[config.mk]
export PLATFORM = sky130hd
export DESIGN_NAME = ctrl_bin_sched
export DESIGN_NICKNAME = d
export VERILOG_FILES = /design/src/rtl/sat_bin_pkg.sv /design/src/rtl/entry_pulse.sv /design/src/rtl/ctrl_bin_sched.sv
export SDC_FILE = /design/constraint.sdc
export NUM_CORES = 1
export LEC_CHECK = 0
export CORE_MARGIN = 2
export CORE_UTILIZATION = 51
export CTS_CLUSTER_DIAMETER = 150
export DETAILED_ROUTE_END_ITERATION = 10
export PLACE_DENSITY = 0.92
export REMOVE_ABC_BUFFERS = 1
export SLEW_MARGIN = 20
export SYNTH_ARGS = -nofsm -noshare
export SYNTH_HDL_FRONTEND = slang
export SYNTH_SLANG_ARGS = --single-unit
export TNS_END_PERCENT = 50
[constraint.sdc]
create_clock -name clk -period 3.5 [get_ports clk]
set_input_delay 0.7 -clock clk [delete_from_list [all_inputs] [get_ports clk]]
set_output_delay 0.7 -clock clk [all_outputs]
set_load 0.01 [all_outputs]
[src/rtl/sat_bin_pkg.sv]
`default_nettype none
// ============================================================================
// Module      : sat_bin_pkg
// Description : Shared types and default widths for the SAT bin scheduler:
//               scheduler state encoding, walk direction encoding.
// Revision    : 1.0 - initial release
// ============================================================================
package sat_bin_pkg;

  localparam int unsigned c_DEF_WIDTH_BIN_ID = 10;
  localparam int unsigned c_DEF_WIDTH_LVL    = 16;

  // Scheduler states; DONE_SAT / DONE_UNSAT are single-cycle exits to IDLE.
  typedef enum logic [2:0] {
    IDLE       = 3'd0,
    LOAD       = 3'd1,
    RUN        = 3'd2,
    STORE      = 3'd3,
    BKT_GBL    = 3'd4,
    DONE_SAT   = 3'd5,
    DONE_UNSAT = 3'd6
  } state_e;

  // What to do once the current bin has been written back.
  typedef enum logic [0:0] {
    DIR_FWD = 1'b0,
    DIR_BKT = 1'b1
  } dir_e;

endpackage
`default_nettype wire

[src/rtl/entry_pulse.sv]
`default_nettype none
// ============================================================================
// Module      : entry_pulse
// Description : Registered one-cycle pulse in the cycle after i_active rises.
//               Held activity never re-fires the pulse.
// Revision    : 1.0 - initial release
// ============================================================================
module entry_pulse (
  input  logic clk,
  input  logic rst_n,
  input  logic i_active,
  output logic o_pulse
);

  logic r_prev;
  logic r_pulse;

  // Remember last cycle's activity and fire on its rising edge.
  always_ff @(posedge clk or negedge rst_n) begin
    if (!rst_n) begin
      r_prev  <= 1'b0;
      r_pulse <= 1'b0;
    end else begin
      r_prev  <= i_active;
      r_pulse <= i_active & ~r_prev;
    end
  end

  assign o_pulse = r_pulse;

endmodule
`default_nettype wire

[src/rtl/ctrl_bin_sched.sv]
`default_nettype none
// ============================================================================
// Module      : ctrl_bin_sched
// Description : Top-level bin scheduler. Walks bins in order (load, run core,
//               store), advances on partial SAT, backtracks across bins on
//               partial UNSAT, and reports global SAT/UNSAT and errors.
// Revision    : 1.0 - initial release
// ============================================================================
module ctrl_bin_sched
  import sat_bin_pkg::*;
#(
  parameter int unsigned WIDTH_BIN_ID = c_DEF_WIDTH_BIN_ID,
  parameter int unsigned WIDTH_LVL    = c_DEF_WIDTH_LVL
) (
  input  logic                    clk,
  input  logic                    rst_n,
  input  logic                    start_solver_i,
  input  logic [WIDTH_BIN_ID-1:0] num_bins_i,
  output logic                    done_solver_o,
  output logic                    sat_o,
  output logic                    unsat_o,
  output logic                    err_o,
  output logic [WIDTH_BIN_ID-1:0] cur_bin_num_o,
  output logic                    start_load_o,
  input  logic                    done_load_i,
  output logic                    start_core_o,
  input  logic                    done_core_i,
  input  logic                    core_sat_i,
  input  logic                    core_unsat_i,
  input  logic [WIDTH_BIN_ID-1:0] bkt_bin_num_i,
  input  logic [WIDTH_LVL-1:0]    bkt_lvl_i,
  output logic                    start_store_o,
  input  logic                    done_store_i,
  output logic                    apply_bkt_gbl_o,
  output logic [WIDTH_LVL-1:0]    bkt_lvl_o,
  input  logic                    done_bkt_gbl_i,
  output logic [31:0]             iter_cnt_o
);

  state_e                  r_state, w_state_nxt;
  dir_e                    r_dir, w_dir_nxt;
  logic [WIDTH_BIN_ID-1:0] r_cur, w_cur_nxt;
  logic [WIDTH_BIN_ID-1:0] r_num_bins;
  logic [WIDTH_BIN_ID-1:0] r_bkt_bin, w_bkt_bin_nxt;
  logic [WIDTH_LVL-1:0]    r_bkt_lvl, w_bkt_lvl_nxt;
  logic                    w_accept;
  logic                    w_enter_run;
  logic                    w_err_set;
  logic                    w_last_bin;
  logic                    r_sat, r_unsat, r_err, r_done;
  logic [31:0]             r_iter;
  logic [3:0]              w_cmd_active;
  logic [3:0]              w_cmd_pulse;

  // num_bins is never zero while this is consulted (zero goes straight to DONE_SAT).
  assign w_last_bin = (r_cur == (r_num_bins - WIDTH_BIN_ID'(1)));

  // State register.
  always_ff @(posedge clk or negedge rst_n) begin
    if (!rst_n) r_state <= IDLE;
    else        r_state <= w_state_nxt;
  end

  // Next state and next values of the walk registers.
  always_comb begin
    w_state_nxt   = r_state;
    w_dir_nxt     = r_dir;
    w_cur_nxt     = r_cur;
    w_bkt_bin_nxt = r_bkt_bin;
    w_bkt_lvl_nxt = r_bkt_lvl;
    w_accept      = 1'b0;
    w_enter_run   = 1'b0;
    w_err_set     = 1'b0;
    unique case (r_state)
      IDLE: begin
        if (start_solver_i) begin
          w_accept    = 1'b1;
          w_cur_nxt   = '0;
          w_state_nxt = (num_bins_i == '0) ? DONE_SAT : LOAD;
        end
      end
      LOAD: begin
        if (done_load_i) begin
          w_enter_run = 1'b1;
          w_state_nxt = RUN;
        end
      end
      RUN: begin
        if (done_core_i) begin
          // Unsat dominates sat; a result with neither flag is a protocol error.
          if (core_unsat_i) begin
            if (bkt_lvl_i == '0) begin
              w_state_nxt = DONE_UNSAT;
            end else if (bkt_bin_num_i > r_cur) begin
              w_err_set   = 1'b1;
              w_state_nxt = DONE_UNSAT;
            end else begin
              w_bkt_bin_nxt = bkt_bin_num_i;
              w_bkt_lvl_nxt = bkt_lvl_i;
              w_dir_nxt     = DIR_BKT;
              w_state_nxt   = STORE;
            end
          end else if (core_sat_i) begin
            w_dir_nxt   = DIR_FWD;
            w_state_nxt = STORE;
          end else begin
            w_err_set   = 1'b1;
            w_state_nxt = DONE_UNSAT;
          end
        end
      end
      STORE: begin
        if (done_store_i) begin
          if (r_dir == DIR_BKT) begin
            w_state_nxt = BKT_GBL;
          end else if (w_last_bin) begin
            w_state_nxt = DONE_SAT;
          end else begin
            w_cur_nxt   = r_cur + WIDTH_BIN_ID'(1);
            w_state_nxt = LOAD;
          end
        end
      end
      BKT_GBL: begin
        if (done_bkt_gbl_i) begin
          w_cur_nxt   = r_bkt_bin;
          w_state_nxt = LOAD;
        end
      end
      DONE_SAT:   w_state_nxt = IDLE;
      DONE_UNSAT: w_state_nxt = IDLE;
      default:    w_state_nxt = IDLE;
    endcase
  end

  // Walk registers, result flags and the iteration counter.
  always_ff @(posedge clk or negedge rst_n) begin
    if (!rst_n) begin
      r_dir      <= DIR_FWD;
      r_cur      <= '0;
      r_num_bins <= '0;
      r_bkt_bin  <= '0;
      r_bkt_lvl  <= '0;
      r_sat      <= 1'b0;
      r_unsat    <= 1'b0;
      r_err      <= 1'b0;
      r_done     <= 1'b0;
      r_iter     <= '0;
    end else begin
      r_dir     <= w_dir_nxt;
      r_cur     <= w_cur_nxt;
      r_bkt_bin <= w_bkt_bin_nxt;
      r_bkt_lvl <= w_bkt_lvl_nxt;
      r_done    <= (r_state == DONE_SAT) || (r_state == DONE_UNSAT);
      if (w_accept) begin
        r_num_bins <= num_bins_i;
        r_sat      <= 1'b0;
        r_unsat    <= 1'b0;
        r_err      <= 1'b0;
        r_iter     <= '0;
      end
      if (w_err_set) r_err <= 1'b1;
      if (w_enter_run && (r_iter != 32'hFFFF_FFFF)) r_iter <= r_iter + 32'd1;
      if (r_state == DONE_SAT) begin
        r_sat   <= 1'b1;
        r_unsat <= 1'b0;
      end
      if (r_state == DONE_UNSAT) begin
        r_sat   <= 1'b0;
        r_unsat <= 1'b1;
      end
    end
  end

  // One registered command pulse per command state: load, core, store, backtrack.
  assign w_cmd_active = {r_state == BKT_GBL, r_state == STORE, r_state == RUN, r_state == LOAD};

  for (genvar gi = 0; gi < 4; gi++) begin : g_cmd_pulse
    entry_pulse u_entry_pulse (
      .clk      (clk),
      .rst_n    (rst_n),
      .i_active (w_cmd_active[gi]),
      .o_pulse  (w_cmd_pulse[gi])
    );
  end

  assign start_load_o    = w_cmd_pulse[0];
  assign start_core_o    = w_cmd_pulse[1];
  assign start_store_o   = w_cmd_pulse[2];
  assign apply_bkt_gbl_o = w_cmd_pulse[3];
  assign done_solver_o   = r_done;
  assign sat_o           = r_sat;
  assign unsat_o         = r_unsat;
  assign err_o           = r_err;
  assign cur_bin_num_o   = r_cur;
  assign bkt_lvl_o       = r_bkt_lvl;
  assign iter_cnt_o      = r_iter;

endmodule
`default_nettype wire

# Yosys cells after proc, flatten, opt, wreduce, memory -nomap -nowiden
# Cells that the tools add are included.
[classes] addsub=3 magnitude_cmp=1 n_eq_ne=17 muxes=41 bitwise_logic=10 n_reduce_logical=14
[ops] op="$mux W32" count=2
[ops] op="$mux W10" count=5
[ops] op="$mux W3" count=12
[ops] op="$add A32 B1 Y32 const B" count=1
[ops] op="$ne A32 B32 Y1 const B" count=1
[ops] op="$pmux W10 S3" count=1
[ops] op="$mux W1" count=20
[ops] op="$ne A2 B2 Y1 const B" count=9
[ops] op="$logic_not A16 Y1" count=1
[ops] op="$pmux W3 S5" count=1
[ops] op="$reduce_and A5 Y1" count=3
[ops] op="$add A10 B1 Y10 const B" count=1
[ops] op="$eq A10 B10 Y1" count=1
[ops] op="$gt A10 B10 Y1" count=1
[ops] op="$logic_not A10 Y1" count=1
[ops] op="$sub A10 B1 Y10 const B" count=1
[ops] op="$eq A3 B3 Y1 const B" count=3
[ops] op="$eq A3 B2 Y1 const B" count=2
[ops] op="$not A1 Y1" count=6
[ops] op="$reduce_and A6 Y1" count=1
[ops] op="$reduce_bool A2 Y1" count=3
[ops] op="$reduce_bool A3 Y1" count=2
[ops] op="$and A1 B1 Y1" count=4
[ops] op="$eq A3 B1 Y1 const B" count=1
[ops] op="other kinds (3)" count=3
[word_totals] ff_bits=94 inputBits=45 output_inout_bits=66 wordCells=105

# Logic depth before layout (Yosys ltp)
# Gate-level depths: netlist of the first run.
[logic_depth] word_depth=7 depth_mapped=11 depth_no_buf=8

# Modules after synthesis
# A second synthesis of the first run with hierarchy kept.
[unflattened] cells_unflattened=527 hier_area_um2=5172.5
[by_module_without_submodules] mod="ctrl_bin_sched" n_inst=1 cells_per_inst=515 area_per_inst_um2=4917.2 seq_area_each_um2=2152.1
[by_module_without_submodules] mod="entry_pulse" n_inst=4 cells_per_inst=3 area_per_inst_um2=63.8 seq_area_each_um2=50.0

# Least setup slack after synthesis of the first run
# Ideal clock, no wire load.
[synth_timing] path_kind="register -> register" startpoint="register r_cur[4] (netlist: cur_bin_num_o[4])" endpoint="register r_bkt_lvl[0] (netlist: bkt_lvl_o[0])" setup_ns=0.125 t_arrival_ns=2.610 t_required_ns=3.375 slack_ns=0.765 path_stages_with_launch=12 n_path_buf=3 synth_period_minus_slack_ns=2.735 path_cell_list="dfrtp_1 clkbuf_1 inv_1 ha_1 nand4_1 o21bai_1 o2111a_1 o21ai_0 or2_2 clkbuf_1 buf_2 mux2_2"
[synth_via] elab_chain_len=3
[synth_rtl] element="start, declared" line_no="ctrl_bin_sched.sv:42" source="logic [WIDTH_BIN_ID-1:0] r_cur, w_cur_nxt;"
[synth_rtl] element="start signal, assigned" line_no="ctrl_bin_sched.sv:151" source="r_cur <= w_cur_nxt;"
[synth_rtl] element="$gt A10 B10 Y1" line_no="ctrl_bin_sched.sv:94" source="end else if (bkt_bin_num_i > r_cur) begin"
[synth_rtl] element="$not A1 Y1 (no line)"
[synth_rtl] element="$reduce_and A5 Y1 (no line)"
[synth_rtl] element="end signal, assigned" line_no="ctrl_bin_sched.sv:153" source="r_bkt_lvl <= w_bkt_lvl_nxt;"
[synth_rtl] element="end, declared" line_no="ctrl_bin_sched.sv:45" source="logic [WIDTH_LVL-1:0] r_bkt_lvl, w_bkt_lvl_nxt;"
# Every way passes these cells.
# A chain may end at the register's enable or synchronous reset.

# Worst setup path after layout of the first run
[layout_timing] startpoint="register r_state[2]" endpoint="register r_cur[8] (netlist: cur_bin_num_o[8])"
[layout_via] elab_chain_len=3 word_cells_on_any_way=11 classes_between="eq/ne (7); mux (1); reduce/logical (3)"
[layout_rtl] element="start, declared" line_no="ctrl_bin_sched.sv:40" source="state_e r_state, w_state_nxt;"
[layout_rtl] element="start signal, assigned" line_no="ctrl_bin_sched.sv:61" source="else r_state <= w_state_nxt;"
[layout_rtl] element="$eq A3 B2 Y1 (tied with other cells)" line_no="ctrl_bin_sched.sv:74" source="unique case (r_state)"
[layout_rtl] element="$ne A2 B2 Y1 (no line) or $reduce_bool A3 Y1 (tied branches)"
[layout_rtl] element="$reduce_and A6 Y1 (no line)"
# Parallel ways exist; a longest one is shown, timed or not.

==> results.md, run 1 <==
- The placed wire-length estimate is slightly above 10 mm.
- The CTS H-tree depth is 3.
- The post-synthesis instance total is 543.
- The routed layout has between 4,000 and 5,000 vias.
- Tracing the worst setup path back leads to its startpoint at r_state[2].
- The floorplan has 36 rows.
- The required time at the endpoint of the critical path is 3.75 ns.
- The maximum resistive drop on vdd is 425.7 uV.
- Multiplexer cells account for under 10% of the synthesized area.
- The average routed wire per standard cell is around 18 um.
- The cell family contributing the most delay on the critical path is compound AO/OA/AOI/OAI gates.
- For this run, the top clock speed supported by timing is 0.3435 GHz.
- In the synthesized netlist the async set-or-reset flop fraction comes to between 90% and 100%.
- The master of the slowest instance on the critical path is dfrtp_1.
- The initial utilization of the core area, before any placement, comes to 52.55%.
- A synthesized cell averages 9.503 um^2.
- The total overflow left after global routing is 0.
- The clock transition time at the flip-flop clock pins of the worst setup and hold paths is ~0.09 ns.
- The layout overhead on the synthesized area is 28.01%.
- In this run, post-CTS repair resized a total of 0 instances.
- The endpoint type of the worst setup path is a flip-flop.
- Buffers added to address setup during post-CTS repair amount to 0.
- The number of unique standard cell types used by synthesis is 62.
- The share of synthesized area occupied by flip-flops and latches is 45.59%.
- Summing the areas of all xor and xnor instances in the mapped netlist gives roughly 1.7% of the synthesized area.
- The final max-slew violation count was 0.
- The share of the clock period used by the worst path after layout is 83.18%.
- Setup repair after global routing left no endpoint under its margin.
- In this run, post-CTS hold repair placed 0 buffers.
- The type of the most critical hold path is in2async.
- The clock root buffer is clkbuf_8.
- The total of endpoints with negative setup slack in the final report is 0.
- Counting flops with a built-in enable in the synthesized netlist gives 0.
- The die height is about 100 um.
- In the routed layout, each cell is associated on average with a via count of slightly below 6.
- In this run the worst path has a maximum fanout of 13.
- For the worst-skew pair, the clock arrives at the later sink with an insertion delay of 0.36 ns.
- The final antenna diode count is 0.
- The headroom to the max-slew limit is a little over half.
- In this run the standard cell core region covers just under 0.01 mm^2.
- For this design the ratio of total power to cell area is ~650 mW/mm^2.
- In this run the remaining antenna-violating nets after routing total 0.
- The fraction of the mapped netlist area in simple logic gates is 20.30%.
- The most used flip-flop cell after synthesis is dfrtp_1.
- At the end of routability-driven placement, the weighted congestion stood at just over 0.9.
- In this run the count of I/O pins placed on the die edge is roughly 110.
- The launch point of the worst reg-to-reg path is r_state[2].
- The overall die area is ~0.011 mm^2.
- During placement, the flow inserted port buffers numbering 110.
- The buffers plus inverters on the worst setup path is 1.
- In the final layout, the share of cells above drive strength 1 is between 10% and 20%.
- The final hold violation count came to 0.
- Entering global routing, the biggest net connects 51 pins.
- The tool flagged a number of max-cap violations equal to 0.
- For this run, the slowest stage of the critical path takes 0.53 ns.
- The run finished with clean final reports.
- The number of clock sinks is 94.
- The startpoint class of the critical path is a flip-flop.
- The worst path in the final design needs a cycle of around 2.9 ns, including I/O delays and setup.
- The via count of the first global-routing pass came to between 4,000 and 5,000.
- The number of buffers added by the clock tree synthesis step is 9.
- Measured along the x axis, the die boundary spans about 100 um.
- At the pin with the least slew margin, the transition time is 0.6799 ns.
- After synthesis, the largest family of logic cells by area is simple AND/OR/NAND/NOR gates.
- For this run, the number of Yosys warnings is 0.
- The arrival time reported for the critical path endpoint is between 3 and 4 ns.
- The final worst clock skew is between 0.006 and 0.007 ns.
- The detailed-routing iteration count for the pre-antenna-repair pass is 6.
- The smallest setup slack after layout is just under 0.6 ns.
- The kind of critical path is reg2reg.
- The detailed router finished its first iteration with around 240 violations.
- Summed over all cells, the static leakage comes to about 2.8 nW.
- The net total in the final layout is 703.
- The synthesized netlist devotes approximately 18% of its cell area to compound gates.
- The number of antenna violations at the first check in global routing was 0.
- TritonCTS built the clock tree.
- The global router's overall resource usage is 25.86%.
- Counting flops and latches in the post-synthesis netlist gives 94.
- Setup total negative slack on the finished layout was measured at 0 ns.
- The signal on the critical path passes through nand2b_1 > or2_2 > inv_1 > nand4_1 > a2111oi_4 > a21boi_2 > a221o_1.
- The maximum number of buffers from clock root to sink is 2.
- The wire length of the first global-routing pass is 22.78 mm.
- Measured on the finished design, the core utilization comes to between 60 and 70%.
- The adder-cell area share of the yosys netlist is around 3.2%.
- After synthesis the cells add up to between 0.005 and 0.006 mm^2.
- The final routed wirelength across all metal layers is ~14 mm.
- Timing analysis after detailed placement gives a worst setup slack of between 0.3 and 0.4 ns.
- For this run, design rule violations remaining after detail routing come to 0.
-- per-stage QoR --
step                      power, mW  std cells  hold slack (ns)  cell area [um^2]
after CTS                     4.291        782           0.3525              6605
after floorplan               2.693        517           0.3777              5037
final                         4.283        782           0.3301              6605
after detailed placement      3.478        767           0.3845              6382
after global routing          4.548        782           0.3684              6605
after global placement        3.396        767           0.3820              6382
-- final cells by class --
cell class,count,area [um^2]
clock buffer,12,155.1
clock inverter,3,67.56
fill,792,3214
inverter,24,90.09
multi-input combinational,399,2597
sequential,94,2352
tap,133,166.4
timing repair buffer,117,1176
-- cells in the mapped netlist, types with 3 or more instances --
cell	count	area share, %
a21boi_0	3	0.44
a21o_1	6	0.87
a21oi_1	34	3.3
a221o_1	7	1.4
a31oi_1	24	2.9
a41oi_1	5	0.85
and2_1	5	0.61
and3_1	7	0.85
buf_2	8	0.78
clkbuf_1	15	1.1
dfrtp_1	94	46
ha_1	13	3.2
inv_1	23	1.7
mux2_2	25	5.5
mux2i_1	4	0.78
nand2_1	81	5.9
nand2b_1	6	0.73
nand3_1	19	1.8
nand4_1	13	1.6
nor2_1	27	2.0
nor2b_1	4	0.48
nor3_1	9	0.87
nor4_1	12	1.5
o21ai_0	25	2.4
o31ai_1	7	1.0
or2_2	5	0.61
or3_1	7	0.85
xor2_1	8	1.4
-- routing by layer --
metal	vias up	GRT usage [%]	wire length [um]
li1	2179	-	-
met1	2225	31.47	5639
met2	168	44.82	7033
met3	28	5.864	816
met4	0	9.714	275
met5	-	0	0
-- registers in the layout, indices dropped and copies added (netlist names), 3 cells and up --
| signal | count |
|---|---|
| g_cmd_pulse.u_entry_pulse.r_prev | 4 |
| r_state | 3 |
| cur_bin_num_o | 10 |
| r_bkt_bin | 10 |
| bkt_lvl_o | 16 |
| r_num_bins | 10 |
| iter_cnt_o | 32 |
| g_cmd_pulse.u_entry_pulse.o_pulse | 4 |
-- cells by family (layout without fill, tap and decap cells) --
group	after synthesis	in the layout
buffers and inverters	50	156
AOI/OAI and AO/OA	135	135
xor gates and xnor gates	10	10
muxes	31	31
adders and majority gates	13	13
DFF	94	94
and+or+nand+nor	210	210
-- cell usage in the layout (no fill, tap or decap), types with 8 or more instances in the layout --
| cell type | Yosys | layout |
|---|---|---|
| clkdlybuf4s50_1 | 0 | 109 |
| dfrtp_1 | 94 | 94 |
| nand2_1 | 81 | 81 |
| a21oi_1 | 34 | 34 |
| nor2_1 | 27 | 26 |
| o21ai_0 | 25 | 25 |
| mux2_2 | 25 | 25 |
| a31oi_1 | 24 | 24 |
| inv_1 | 23 | 23 |
| nand3_1 | 19 | 19 |
| nand4_1 | 13 | 13 |
| ha_1 | 13 | 13 |
| nor4_1 | 12 | 12 |
| clkbuf_8 | 0 | 11 |
| nor3_1 | 9 | 9 |
| xor2_1 | 8 | 8 |
-- where the power goes --
group | internal (mW) | leakage, nW | total (mW) | switching [mW]
Sequential | 1.38 | 1.25 | 1.71 | 0.326
Combinational | 0.845 | 1.42 | 1.77 | 0.922
Clock | 0.438 | 0.109 | 0.807 | 0.369
-- worst paths after layout --
check	end	slack, ns	depth (start not counted)
worst min register to register	g_cmd_pulse[2].u_entry_pulse.o_pulse	0.39	1
worst max-delay path	cur_bin_num_o[8]	0.59	7
max in group asynchronous	iter_cnt_o[15]	2.49	2
worst min-delay path	r_num_bins[8]	0.33	1
min in group clk	g_cmd_pulse[2].u_entry_pulse.o_pulse	0.39	1
worst max register to register	cur_bin_num_o[8]	0.59	7
Power figures use the tool's default switching activity.
==> run 2, diff against run 1 <==
--- a/config.mk
+++ b/config.mk
@@ -6,10 +6,10 @@
 export NUM_CORES = 1
 export LEC_CHECK = 0
 export CORE_MARGIN = 2
-export CORE_UTILIZATION = 51
+export CORE_UTILIZATION = 46
 export CTS_CLUSTER_DIAMETER = 150
 export DETAILED_ROUTE_END_ITERATION = 10
-export PLACE_DENSITY = 0.92
+export PLACE_DENSITY = 0.88
 export REMOVE_ABC_BUFFERS = 1
 export SLEW_MARGIN = 20
 export SYNTH_ARGS = -nofsm -noshare
==> constraint.sdc (replaced) <==
create_clock -name clk -period 2.5 [get_ports clk]
set_input_delay 0.5 -clock clk [delete_from_list [all_inputs] [get_ports clk]]
set_output_delay 0.5 -clock clk [all_outputs]
set_load 0.01 [all_outputs]
==> run 2 against run 1 <==
Global-route usage shrank 1.7 points. Clock-buffer cell count did not move. Critical path type unchanged. Hold slack worse by 0.22 ns. Total power is 45% higher. Via count is 5.6% higher. Largest cell class unchanged. Largest power group unchanged.
==> results.md, run 2 (same netlist as run 1, synthesis figures left out) <==
- The run finished with clean final reports.
- The final routed wirelength across all metal layers was 14.09 mm (+2.3%).
- The number of buffers added by the clock tree synthesis step is 9 (unchanged).
- The final max-slew violation count is 0 (unchanged).
- The required time at the endpoint of the critical path was 2.74 ns (-1.01 ns).
- The overall die area is 0.01208 mm^2 (+10%).
- STA classifies the critical path startpoint as a flip-flop.
- The number of standard-cell rows in the floorplan is 38 (+5.6%).
- The final hold violation count is 0 (unchanged).
- The total of endpoints with negative setup slack in the final report came to 0 (unchanged).
- The die height is 109.9 um (+5.1%).
- The share of the clock period used by the worst path after layout is 96.72% (+14 points).
- The leakage power is 3.026 nW (+9.0%).
- In this run the critical register-to-register path is launched from r_num_bins[1].
- The critical path is of the reg2reg type.
- Leaving out fill and tap cells, the most frequent cells in the layout are clkdlybuf4s50_1 (109), dfrtp_1 (93), nand2_1 (81).
- The power per cell area is 888.4 mW/mm^2 (+37%).
- The number of flip-flops in the largest register was 32 (unchanged).
- The final critical delay including setup and external delays is 2.418 ns (-0.4935 ns).
- The via count of the first global-routing pass was 4,786 (+3.3%).
- TritonCTS built the clock tree.
- The number of DRC violations after detailed routing is 0 (unchanged).
- The count of boundary I/O pins is 111 (unchanged).
- The smallest setup slack after layout is 0.08206 ns (-0.5065 ns).
- The headroom to the max-slew limit is 66.50% (+12 points).
- The horizontal die dimension is 109.9 um (+5.1%).
- The final worst clock skew is 0.01358 ns (+0.006841 ns).
- The maximum fanout along the worst path is 5 (-8).
- The number of fillers in the final layout came to 884 (+12%).
- The net total in the final layout is 753 (+7.1%).
- The global-route congestion overflow total came to 0 (unchanged).
- The tightest hold margin came to 0.1086 ns (-0.2215 ns).
- The placer's final routability congestion estimate is 0.9270 (+1.6%).
- The detailed-routing iteration count for the pre-antenna-repair pass was 5 (-1).
- The post-placement worst setup slack is -0.2742 ns (-0.6395 ns).
- The global router's overall resource usage is 24.19% (-1.7 points).
- The wire length of the first global-routing pass came to 22.92 mm (+0.61%).
- The aggregate negative setup slack is 0 ns (unchanged).
- The master of the slowest instance on the critical path is or4_4.
- The arrival time reported for the critical path endpoint came to 2.66 ns (-0.50 ns).
- The placed instance area is 0.006756 mm^2 (+5.9%).
- The average routed wire per standard cell came to 16.77 um (-4.7%).
- The timing-limited maximum frequency is 0.4136 GHz (+20%).
- The endpoint type of the worst setup path is a flip-flop.
- The final non-filler cell area is 0.006989 mm^2 (+5.8%).
- The number of antenna violations at the first check in global routing is 0 (unchanged).
- The maximum resistive drop on vdd is 515.4 uV (+21%).
- Leaving out fill and tap cells, the most frequent cell in the layout is clkdlybuf4s50_1.
- The maximum number of buffers from clock root to sink is 2 (unchanged).
- The total power was 6.209 mW (+45%).
- The maximum single-stage delay on the critical path was 0.55 ns (+0.02 ns).
- The pin count of the biggest net entering global routing is 40 (-22%).
- The fraction of layout cells with a size suffix above 1 was 17.57% (+7.1 points).
- The slew at the pin closest to its max-slew limit is 0.5025 ns (-0.1774 ns).
- The total placed cells including tap cells came to 821 (+7.0%).
- The final standard cell count with taps included and fillers excluded is 840 (+7.4%).
- The hold buffer count at CTS is 0 (unchanged).
- The worst setup path startpoint is r_num_bins[1].
- The detailed-route via count was 4,857 (+5.6%).
- The detailed-route vias per instance was 5.782 (-1.7%).
- The final antenna diode count is 0 (unchanged).
- The buffers plus inverters on the worst setup path was 2 (+1).
- The max-cap violation count is 0 (unchanged).
- The CTS H-tree depth came to 3 (unchanged).
- The signal on the critical path passes through buf_4 > or4_4 > a2111oi_4 > nor2_2 > a2111oi_4 > buf_4 > a21boi_4 > mux2_4.
- In this run the worst hold path is classified as in2async.
- The clock transition time at the flip-flop clock pins of the worst setup and hold paths is 0.09 ns (about the same).
- The number of clock sinks is 94 (unchanged).
- The core footprint was 0.01089 mm^2 (+11%).
- The cell family contributing the most delay on the critical path is compound AO/OA/AOI/OAI gates.
- The total area of multi-input combinational cells is 0.002629 mm^2 (+1.2%).
- The violation count after the first detailed-routing iteration is 349 (+45%).
- The layout overhead on the synthesized area is 35.45%.
- The end-of-flow core utilization came to 64.19% (-3.1 points).
- The clock latency at the later pin of the worst-skew pair is 0.36 ns (about the same).
- The sequential standard cell area is 0.002354 mm^2 (about the same).
- The starting utilization of the core area is 47.39% (-5.2 points).
- CTS placed an instance of clkbuf_8 at the clock tree root.
- Setup repair after global routing could not meet its margin everywhere.
- The remaining antenna violation count after routing is 0 (unchanged).
- The total of buffers placed on input and output ports is 110 (unchanged).
- The placed wire-length estimate was 10.71 mm (+4.2%).
-- run 2: final timing paths --
path | to | slack [ns] | depth (start not counted)
setup / recovery | cur_bin_num_o[0] | 0.08 | 8
hold / removal | iter_cnt_o[30] | 0.11 | 1
setup reg to reg | cur_bin_num_o[0] | 0.08 | 8
hold reg to reg | g_cmd_pulse[1].u_entry_pulse.o_pulse | 0.40 | 1
max in group asynchronous | cur_bin_num_o[5] | 1.72 | 2
min in group clk | g_cmd_pulse[1].u_entry_pulse.o_pulse | 0.40 | 1
-- run 2: report_power, final --
| group | internal, mW | switching [mW] | leakage [nW] |
|---|---|---|---|
| clock network | 0.421 | 0.540 | 0.0930 |
| registers | 1.94 | 0.353 | 1.25 |
| logic | 1.47 | 1.49 | 1.69 |
| total | 3.82 | 2.38 | 3.03 |
-- run 2: area by class of cell --
type                       count  area share, %
timing repair buffer         166          22.27
clock buffer                  12          2.220
sequential                    94          33.67
tap                          140          2.506
clock inverter                 4         0.4296
inverter                      24          1.289
multi-input combinational    400          37.61
-- run 2: worst register-to-register path, delay by kind of cell (launching register included) --
family | cells | cell delay, ns
AOI/OAI and AO/OA | 3 | 0.65
buffers and inverters | 2 | 0.33
DFF | 1 | 0.40
muxes | 1 | 0.31
and+or+nand+nor | 2 | 0.63
-- run 2: per-layer routing --
layer	up-vias	track usage (%)	share of wire, %
li1	2291	-	-
met5	-	0	0
met3	33	4.031	6.2
met1	2337	31.44	43
met2	196	40.18	48
met4	0	9.584	2.4
-- run 2: repair_timing --
| item | 4_1_cts | 5_1_grt |
|---|---|---|
| setup buffers | 2 | 0 |
| pin swaps | 2 | 3 |
| setup endpoints to repair | 13 | 51 |
| gates cloned | 1 | 0 |
| resized for setup | 4 | 5 |
